==> src/rtl/mc_control32.sv <==
// mc_control32: multi-cycle sequencer for the minisys 32-bit MIPS-subset datapath.
// Steps the shared ALU, register file and single memory port through
// IF/ID/EX/MEM/WB, with a watchdog on the memory request/ready handshake.
// Control outputs are decoded combinationally from the state register and
// are forced low while reset is asserted.
module mc_control32 #(
    parameter int MEM_TIMEOUT = 255,
    parameter int CNT_W       = 8
) (
    input  logic       clock,
    input  logic       reset,
    input  logic [5:0] Opcode,
    input  logic [5:0] Function_opcode,
    input  logic       Zero,
    input  logic       mem_ready,
    output logic       mem_req,
    output logic       IorD,
    output logic       MemRead,
    output logic       MemWrite,
    output logic       IRWrite,
    output logic       PCWrite,
    output logic [1:0] PCSrc,
    output logic       ALUSrcA,
    output logic [1:0] ALUSrcB,
    output logic [1:0] ALUOp,
    output logic       RegWrite,
    output logic [1:0] RegDST,
    output logic       MemtoReg,
    output logic       Sftmd,
    output logic [2:0] state,
    output logic       instr_done,
    output logic       error
);

    typedef enum logic [2:0] {
        ST_IF  = 3'd0,
        ST_ID  = 3'd1,
        ST_EX  = 3'd2,
        ST_MEM = 3'd3,
        ST_WB  = 3'd4,
        ST_ERR = 3'd5
    } state_t;

    // Counter value seen in the last tolerated wait cycle; one more miss trips ERR.
    localparam logic [CNT_W-1:0] TIMEOUT_CNT = CNT_W'(MEM_TIMEOUT - 1);
    localparam logic [CNT_W-1:0] CNT_ONE     = CNT_W'(1);

    state_t           state_q, state_d;
    logic [CNT_W-1:0] cnt_q, cnt_d;

    logic is_r_s, is_jr_s, is_shift_s, is_lw_s, is_sw_s, is_beq_s, is_bne_s;
    logic is_j_s, is_jal_s, is_iarith_s, is_legal_s;

    logic       mem_req_s, iord_s, memread_s, memwrite_s, irwrite_s, pcwrite_s;
    logic [1:0] pcsrc_s, alusrcb_s, aluop_s, regdst_s;
    logic       alusrca_s, regwrite_s, memtoreg_s, sftmd_s, done_s, error_s;

    // Instruction class decode from the IR fields.
    always_comb begin
        is_r_s      = (Opcode == 6'b000000);
        is_jr_s     = is_r_s && (Function_opcode == 6'b001000);
        is_shift_s  = is_r_s && (Function_opcode[5:3] == 3'b000);
        is_lw_s     = (Opcode == 6'b100011);
        is_sw_s     = (Opcode == 6'b101011);
        is_beq_s    = (Opcode == 6'b000100);
        is_bne_s    = (Opcode == 6'b000101);
        is_j_s      = (Opcode == 6'b000010);
        is_jal_s    = (Opcode == 6'b000011);
        is_iarith_s = (Opcode[5:3] == 3'b001);
        is_legal_s  = is_r_s | is_lw_s | is_sw_s | is_beq_s | is_bne_s |
                      is_j_s | is_jal_s | is_iarith_s;
    end

    // Next-state and raw control decode for the current state.
    always_comb begin
        state_d    = state_q;
        mem_req_s  = 1'b0;
        iord_s     = 1'b0;
        memread_s  = 1'b0;
        memwrite_s = 1'b0;
        irwrite_s  = 1'b0;
        pcwrite_s  = 1'b0;
        pcsrc_s    = 2'b00;
        alusrca_s  = 1'b0;
        alusrcb_s  = 2'b00;
        aluop_s    = 2'b00;
        regwrite_s = 1'b0;
        regdst_s   = 2'b00;
        memtoreg_s = 1'b0;
        sftmd_s    = 1'b0;
        done_s     = 1'b0;
        error_s    = 1'b0;
        case (state_q)
            ST_IF: begin
                mem_req_s = 1'b1;
                memread_s = 1'b1;
                alusrcb_s = 2'b01;
                if (mem_ready) begin
                    irwrite_s = 1'b1;
                    pcwrite_s = 1'b1;
                    state_d   = ST_ID;
                end else if (cnt_q == TIMEOUT_CNT) begin
                    state_d = ST_ERR;
                end else begin
                    state_d = ST_IF;
                end
            end
            ST_ID: begin
                alusrcb_s = 2'b11;
                if (is_j_s) begin
                    pcwrite_s = 1'b1;
                    pcsrc_s   = 2'b10;
                    done_s    = 1'b1;
                    state_d   = ST_IF;
                end else if (is_jal_s) begin
                    pcwrite_s = 1'b1;
                    pcsrc_s   = 2'b10;
                    state_d   = ST_WB;
                end else if (is_jr_s) begin
                    pcwrite_s = 1'b1;
                    pcsrc_s   = 2'b11;
                    done_s    = 1'b1;
                    state_d   = ST_IF;
                end else if (!is_legal_s) begin
                    state_d = ST_ERR;
                end else begin
                    state_d = ST_EX;
                end
            end
            ST_EX: begin
                alusrca_s = 1'b1;
                if (is_r_s) begin
                    aluop_s = 2'b10;
                    sftmd_s = is_shift_s;
                    state_d = ST_WB;
                end else if (is_iarith_s) begin
                    alusrcb_s = 2'b10;
                    aluop_s   = 2'b10;
                    state_d   = ST_WB;
                end else if (is_lw_s || is_sw_s) begin
                    alusrcb_s = 2'b10;
                    state_d   = ST_MEM;
                end else if (is_beq_s || is_bne_s) begin
                    aluop_s   = 2'b01;
                    pcsrc_s   = 2'b01;
                    pcwrite_s = is_beq_s ? Zero : !Zero;
                    done_s    = 1'b1;
                    state_d   = ST_IF;
                end else begin
                    state_d = ST_ERR;
                end
            end
            ST_MEM: begin
                mem_req_s  = 1'b1;
                iord_s     = 1'b1;
                memread_s  = is_lw_s;
                memwrite_s = is_sw_s;
                if (mem_ready) begin
                    if (is_lw_s) begin
                        state_d = ST_WB;
                    end else if (is_sw_s) begin
                        done_s  = 1'b1;
                        state_d = ST_IF;
                    end else begin
                        state_d = ST_ERR;
                    end
                end else if (cnt_q == TIMEOUT_CNT) begin
                    state_d = ST_ERR;
                end else begin
                    state_d = ST_MEM;
                end
            end
            ST_WB: begin
                regwrite_s = 1'b1;
                regdst_s   = is_r_s ? 2'b01 : (is_jal_s ? 2'b10 : 2'b00);
                memtoreg_s = is_lw_s;
                done_s     = 1'b1;
                state_d    = ST_IF;
            end
            ST_ERR: begin
                error_s = 1'b1;
                state_d = ST_ERR;
            end
            default: begin
                state_d = ST_ERR;
            end
        endcase
    end

    // Memory wait counter: restarts on a new access or on ready, counts stalled cycles.
    always_comb begin
        cnt_d = cnt_q;
        if (mem_ready) begin
            cnt_d = {CNT_W{1'b0}};
        end else if ((state_d != state_q) && ((state_d == ST_IF) || (state_d == ST_MEM))) begin
            cnt_d = {CNT_W{1'b0}};
        end else if (mem_req_s) begin
            cnt_d = cnt_q + CNT_ONE;
        end else begin
            cnt_d = cnt_q;
        end
    end

    // State register and wait counter.
    always_ff @(posedge clock or negedge reset) begin
        if (!reset) begin
            state_q <= ST_IF;
            cnt_q   <= {CNT_W{1'b0}};
        end else begin
            state_q <= state_d;
            cnt_q   <= cnt_d;
        end
    end

    // Force every output low while reset is held so no strobe survives an abort.
    always_comb begin
        if (!reset) begin
            mem_req    = 1'b0;
            IorD       = 1'b0;
            MemRead    = 1'b0;
            MemWrite   = 1'b0;
            IRWrite    = 1'b0;
            PCWrite    = 1'b0;
            PCSrc      = 2'b00;
            ALUSrcA    = 1'b0;
            ALUSrcB    = 2'b00;
            ALUOp      = 2'b00;
            RegWrite   = 1'b0;
            RegDST     = 2'b00;
            MemtoReg   = 1'b0;
            Sftmd      = 1'b0;
            state      = 3'd0;
            instr_done = 1'b0;
            error      = 1'b0;
        end else begin
            mem_req    = mem_req_s;
            IorD       = iord_s;
            MemRead    = memread_s;
            MemWrite   = memwrite_s;
            IRWrite    = irwrite_s;
            PCWrite    = pcwrite_s;
            PCSrc      = pcsrc_s;
            ALUSrcA    = alusrca_s;
            ALUSrcB    = alusrcb_s;
            ALUOp      = aluop_s;
            RegWrite   = regwrite_s;
            RegDST     = regdst_s;
            MemtoReg   = memtoreg_s;
            Sftmd      = sftmd_s;
            state      = state_q;
            instr_done = done_s;
            error      = error_s;
        end
    end

endmodule

==> config.mk <==
export PLATFORM = sky130hd
export DESIGN_NAME = mc_control32
export DESIGN_NICKNAME = d
export VERILOG_FILES = /design/src/rtl/mc_control32.sv
export SDC_FILE = /design/constraint.sdc
export NUM_CORES = 1
export LEC_CHECK = 0
export BUFFER_PORTS_ARGS = -buffer_cell sky130_fd_sc_hd__buf_4
export CAP_MARGIN = 20
export CORE_MARGIN = 1
export CORE_UTILIZATION = 44
export CTS_CLUSTER_SIZE = 10
export DETAILED_ROUTE_END_ITERATION = 7
export GPL_TIMING_DRIVEN = 0
export PLACE_DENSITY = 0.75
export RECOVER_POWER = 50
export SLEW_MARGIN = 10
export SYNTH_ARGS = -nofsm -noshare
export SYNTH_HDL_FRONTEND = slang
export SYNTH_SLANG_ARGS = --single-unit
==> constraint.sdc <==
create_clock -name clock -period 2.5 [get_ports clock]
set_input_delay 0.5 -clock clock [delete_from_list [all_inputs] [get_ports clock]]
set_output_delay 0.5 -clock clock [all_outputs]
set_load 0.02 [all_outputs]
# == After elaboration in Yosys (flattened, before gate mapping) ==
# Index checks and enable logic that the tools add are counted.
# totals
ff_bits,11
in_bits,16
word_cells,123
output_inout_bits,23
# classes
n_addsub,1
n_bitwise,7
n_reduce_logical,13
muxes,84
eq_ne,16
# ops
cell,n
$mux 3,15
$mux 1,44
$mux 2,16
$mux 8,3
$pmux 3 s5,1
$eq 6x2->1 const B,2
$eq 6x3->1 const B,2
$eq 6x6->1 const B,2
$eq 3x2->1 const B,3
$logic_not 3->1,3
$add 8x1->8 const B,1
$eq 8x8->1 const B,1
$or 1x1->1,7
$eq 3x1->1 const B,2
$eq 3x3->1 const B,2
$eq 6x4->1 const B,1
$logic_not 6->1,1
$pmux 2 s3,1
$pmux 1 s4,1
$pmux 2 s2,1
$logic_and 1x1->1,3
$logic_or 1x1->1,3
$ne 3x3->1,1
$pmux 1 s3,1
4 further kinds,4

# == Depth between registers and ports, before layout ==
# depth
word_depth,18
mapped_depth,7
depth_no_buf,7

# == Least setup slack after synthesis ==
# OpenSTA, ideal clock, no wires.
# synth_timing
kind,input-to-output
start,input Opcode[3]
end,output PCWrite
path_buffers,1
cell_stages,5
t_arrival_ns,1.935
slack_ns,0.065
required_time_ns,2.000
path_cell_list,buf_6 nor4_1 nand2_1 a2bb2oi_1 a221oi_1
# synth_via
elab_chain_cells,8
word_cells_on_any_way,21
classes_between,eq/ne (7); mux (10); reduce/logical (4)
# synth_rtl
item,line_no,text
from (decl),12,"input logic [5:0] Opcode,"
"$eq 6x3->1, on equally long branches","65, 66",
$mux 1 / $logic_or 1x1->1 (equally long branches),"146, 143",
$mux 1,143,end else if (is_beq_s || is_bne_s) begin
$mux 1,140,end else if (is_lw_s || is_sw_s) begin
$mux 1,136,end else if (is_iarith_s) begin
$mux 1,132,if (is_r_s) begin
$pmux 1 s3 *,93,case (state_q)
$mux 1 *,217,if (!reset) begin
to (decl),21,"output logic PCWrite,"
# Mark *: on every way between the ends. The rest lies on a longest branch, timed or not.

# == Final worst setup path ==
# layout_timing
start,input Opcode[1]
end,output ALUSrcB[1]
# layout_via
elab_chain_cells,7
word_cells_on_any_way,9
classes_between,eq/ne (2); mux (5); reduce/logical (2)
# layout_rtl
item,line_no,text
"$eq 6x6->1, on equally long branches","63, 64",
$logic_or 1x1->1,140,
$mux 2,140,
$mux 2,136,
$mux 2 *,132,
$pmux 2 s3 *,93,
$mux 2 *,217,
to (decl),24,"output logic [1:0] ALUSrcB,"
# Marks and branches as above.

==> impl_results.md <==
* Outcome: complete, no violations
* Clk slew on worst S/H paths at 70 ps
* Post-synth top cells: 16 x nor2_1, 12 x nand2_1, 11 x dfrtp_1, 11 x nor3_1, 9 x a31oi_1
* Endpoint class of the critical path: output pin
* Final Max Slew Viols at 0
* Cell Area, Synth at 0.00118 mm^2
* Routability Congestion at between 0.9 and 1
* Worst-skew pair later-pin latency at about 270 ps
* Largest area contributor in the netlist: dfrtp_1
* Die X at 53.7 um
* Top Ports at 39
* Arr. time, crit path at roughly 1900 ps
* Seq/Total Area, Yosys at 0.234
* CTS Buf Count at 3
* First-pass GRT wire length at 5.38 mm
* MaxCap Viol Count at 0
* Pwr Density at between 200 and 250 mW/mm^2
* Worst endpoint required time at ~2000 ps
* Die area at slightly below 0.003 mm^2
* Yosys warnings at 0
* Routed WL at around 3.4 mm
* Die H at 53.7 um
* Max IR drop VDD at approximately 0.33 mV
* ANT cells at 0
* Post-DP Area at about 0.0015 mm^2
* Clock Skews at between 1.5 and 2 ps
* Hold Crit Class: in2async
* GR Overflow Total at 0
* Final ANT Viol Nets at 0
* Initial antenna violation count at 0
* Hold Buf Count CTS at 0
* Worst-margin pin slew at just under 800 ps
* Mapped Cells at roughly 150
* Post-DR wirelength/cell at 15.4 um
* Fin crit period at 2380 ps
* Mean Syn Cell Area at about 7.9 um^2
* Endpoints failing hold at 0
* Cell area after layout at about 0.0016 mm^2
* Gr usage total at 0.250
* Core Area at approximately 0.0025 mm^2
* Clock Tree Root: clkbuf_4
* Htree depth at 1
* FFs w/ async S/R, synth at 1.00
* Final setup violating endpoints at 0
* CTS sink cnt at 11
* Clock buffer depth at 2
* Row cnt at 18
* Post-synth EDFFs at 0
* Max FO, Critical Path at 10
* Layout overhead on the synthesized area at 33.5%
* Slack of the critical path at 120 ps
* Fmax at 0.420 GHz
* # nets final at 211
* DP Worst Slack at -73.2 ps
* HPWL Detailed at ~2.5 mm
* #FFs+latches synth at 11
* Syn Nets at about 170
* CP startpoint: Opcode[1]
* Static Leakage at ~0.65 nW
* Primary FF master, synth: dfrtp_1
* Post-synth top area share at 0.234
* PortBufs at 37
* R2R Setup Slk at slightly below 300 ps
* Top-count cell post-synth: nor2_1
* First-pass DRT Iterations at 4
* Starting Density at 0.470
* CP Launch Type: primary input
* Vias at ~1,300
* Tcrit/Tclk final at 0.952
* Iter 0 DRT Violations at 44
* Post-synthesis cell type count at 50
* Cells taking the most area after synthesis: dfrtp_1 23%, nor2_1 5.1%, a31oi_1 4.8%
* Critical R2R Launch: state_q[0]
* Layout cells sized above 1 at 0.339
* CTS tree: yes
* Pin count of the biggest net entering global routing at 13
* Slew HR at 0.480
* Worst hold margin at 52.2 ps
* Vias in the first global route at around 1,200
* Fillers at 232
* # DRC at 0
* RSZ-0062 raised after global routing: false
* Worst Path Class, Setup: in2out
* Via-to-Cell Ratio at 6.08
==> cells in the final DEF, fill, tap and decap left out, types with 2 or more instances in the layout <==
master / instances
a21o_1: 2
a21oi_1: 6
a221o_1: 2
a221oi_1: 2
a31oi_1: 9
and2_0: 2
and2_1: 2
buf_4: 34
buf_6: 3
clkbuf_1: 9
clkbuf_4: 4
dfrtp_1: 10
ha_1: 2
inv_1: 6
nand2_1: 11
nand2b_1: 3
nand3_1: 2
nand4_1: 3
nor2_1: 15
nor3_1: 10
nor3b_1: 3
nor3b_4: 2
nor4_1: 2
o21a_1: 2
o21ai_0: 2
o31ai_1: 2
or2_2: 2
or3_1: 3
xnor2_1: 4
xor2_1: 4
==> logic make-up (layout without fill, tap and decap cells) <==
kind of cell / Yosys count / count (layout) / synth area share
and+or+nand+nor: 77 / 77 / 0.370
AOI/OAI and AO/OA: 37 / 37 / 0.249
buffers and inverters: 14 / 57 / 0.0660
DFF: 11 / 11 / 0.234
xor gates and xnor gates: 8 / 8 / 0.0596
adders and majority gates: 2 / 2 / 0.0213
==> sequential cells by signal (all words and copies together) (netlist names) <==
signal,count
cnt_q,8
state_q,3
==> per-layer routing <==
metal  wire (um)  vias to the layer above  global-route usage  share of wire
met5           0                        -                   0              0
met4          21                        0              0.0351         0.0061
met3         273                        4              0.0621          0.080
met2        1610                       61               0.383           0.47
met1        1510                      642               0.359           0.44
li1            -                      642                   -              -
==> area by class of cell <==
| cell class | count | area [um^2] | share of cell area |
|---|---|---|---|
| Sequential cell | 11 | 277 | 0.176 |
| Timing Repair Buffer | 39 | 267 | 0.170 |
| Tap cell | 30 | 37.5 | 0.0239 |
| Multi-Input combinational cell | 124 | 876 | 0.558 |
| Clock buffer | 4 | 26.3 | 0.0167 |
| Inverter | 6 | 22.5 | 0.0143 |
| Buffer | 8 | 65.1 | 0.0414 |
==> path summary, 6_finish.rpt <==
path,to,cells past startpoint
setup reg to reg,cnt_q[0],6
min in group clock,cnt_q[7],2
hold reg to reg,cnt_q[7],2
setup / recovery,ALUSrcB[1],8
hold / removal,cnt_q[6],1
max in group asynchronous,state_q[2],1
==> critical path, cell delays in order <==
cell,delay [ps]
buf_4,90
buf_6,130
nand4b_1,180
nor2_2,180
a21oi_1,50
or3b_2,430
a21oi_1,170
buf_4,160
==> stage by stage <==
stage	std cells	setup TNS (ps)	power [mW]	util
floorplan	149	0	0.228	-
global placement	216	-154	0.265	0.597
detailed placement	216	-141	0.267	0.597
CTS	222	0	0.389	0.621
global route	222	0	0.404	0.628
finish	222	0	0.388	0.628
==> what timing repair did <==
| item | 4_1_cts | 5_1_grt |
|---|---|---|
| setup endpoints to repair | 3 | 3 |
| buffers inserted | 2 | 0 |
| resized for setup | 5 | 18 |
| pin swaps | 1 | 2 |
| cloned | 0 | 0 |
==> report_power, final <==
group          leakage [nW]  switching, mW  internal (mW)
sequential            0.143    0.000000317          0.178
clock                0.0150         0.0586         0.0618
combinational         0.496         0.0514         0.0381
total                 0.654          0.110          0.278
(Power assumes the default switching activity.)
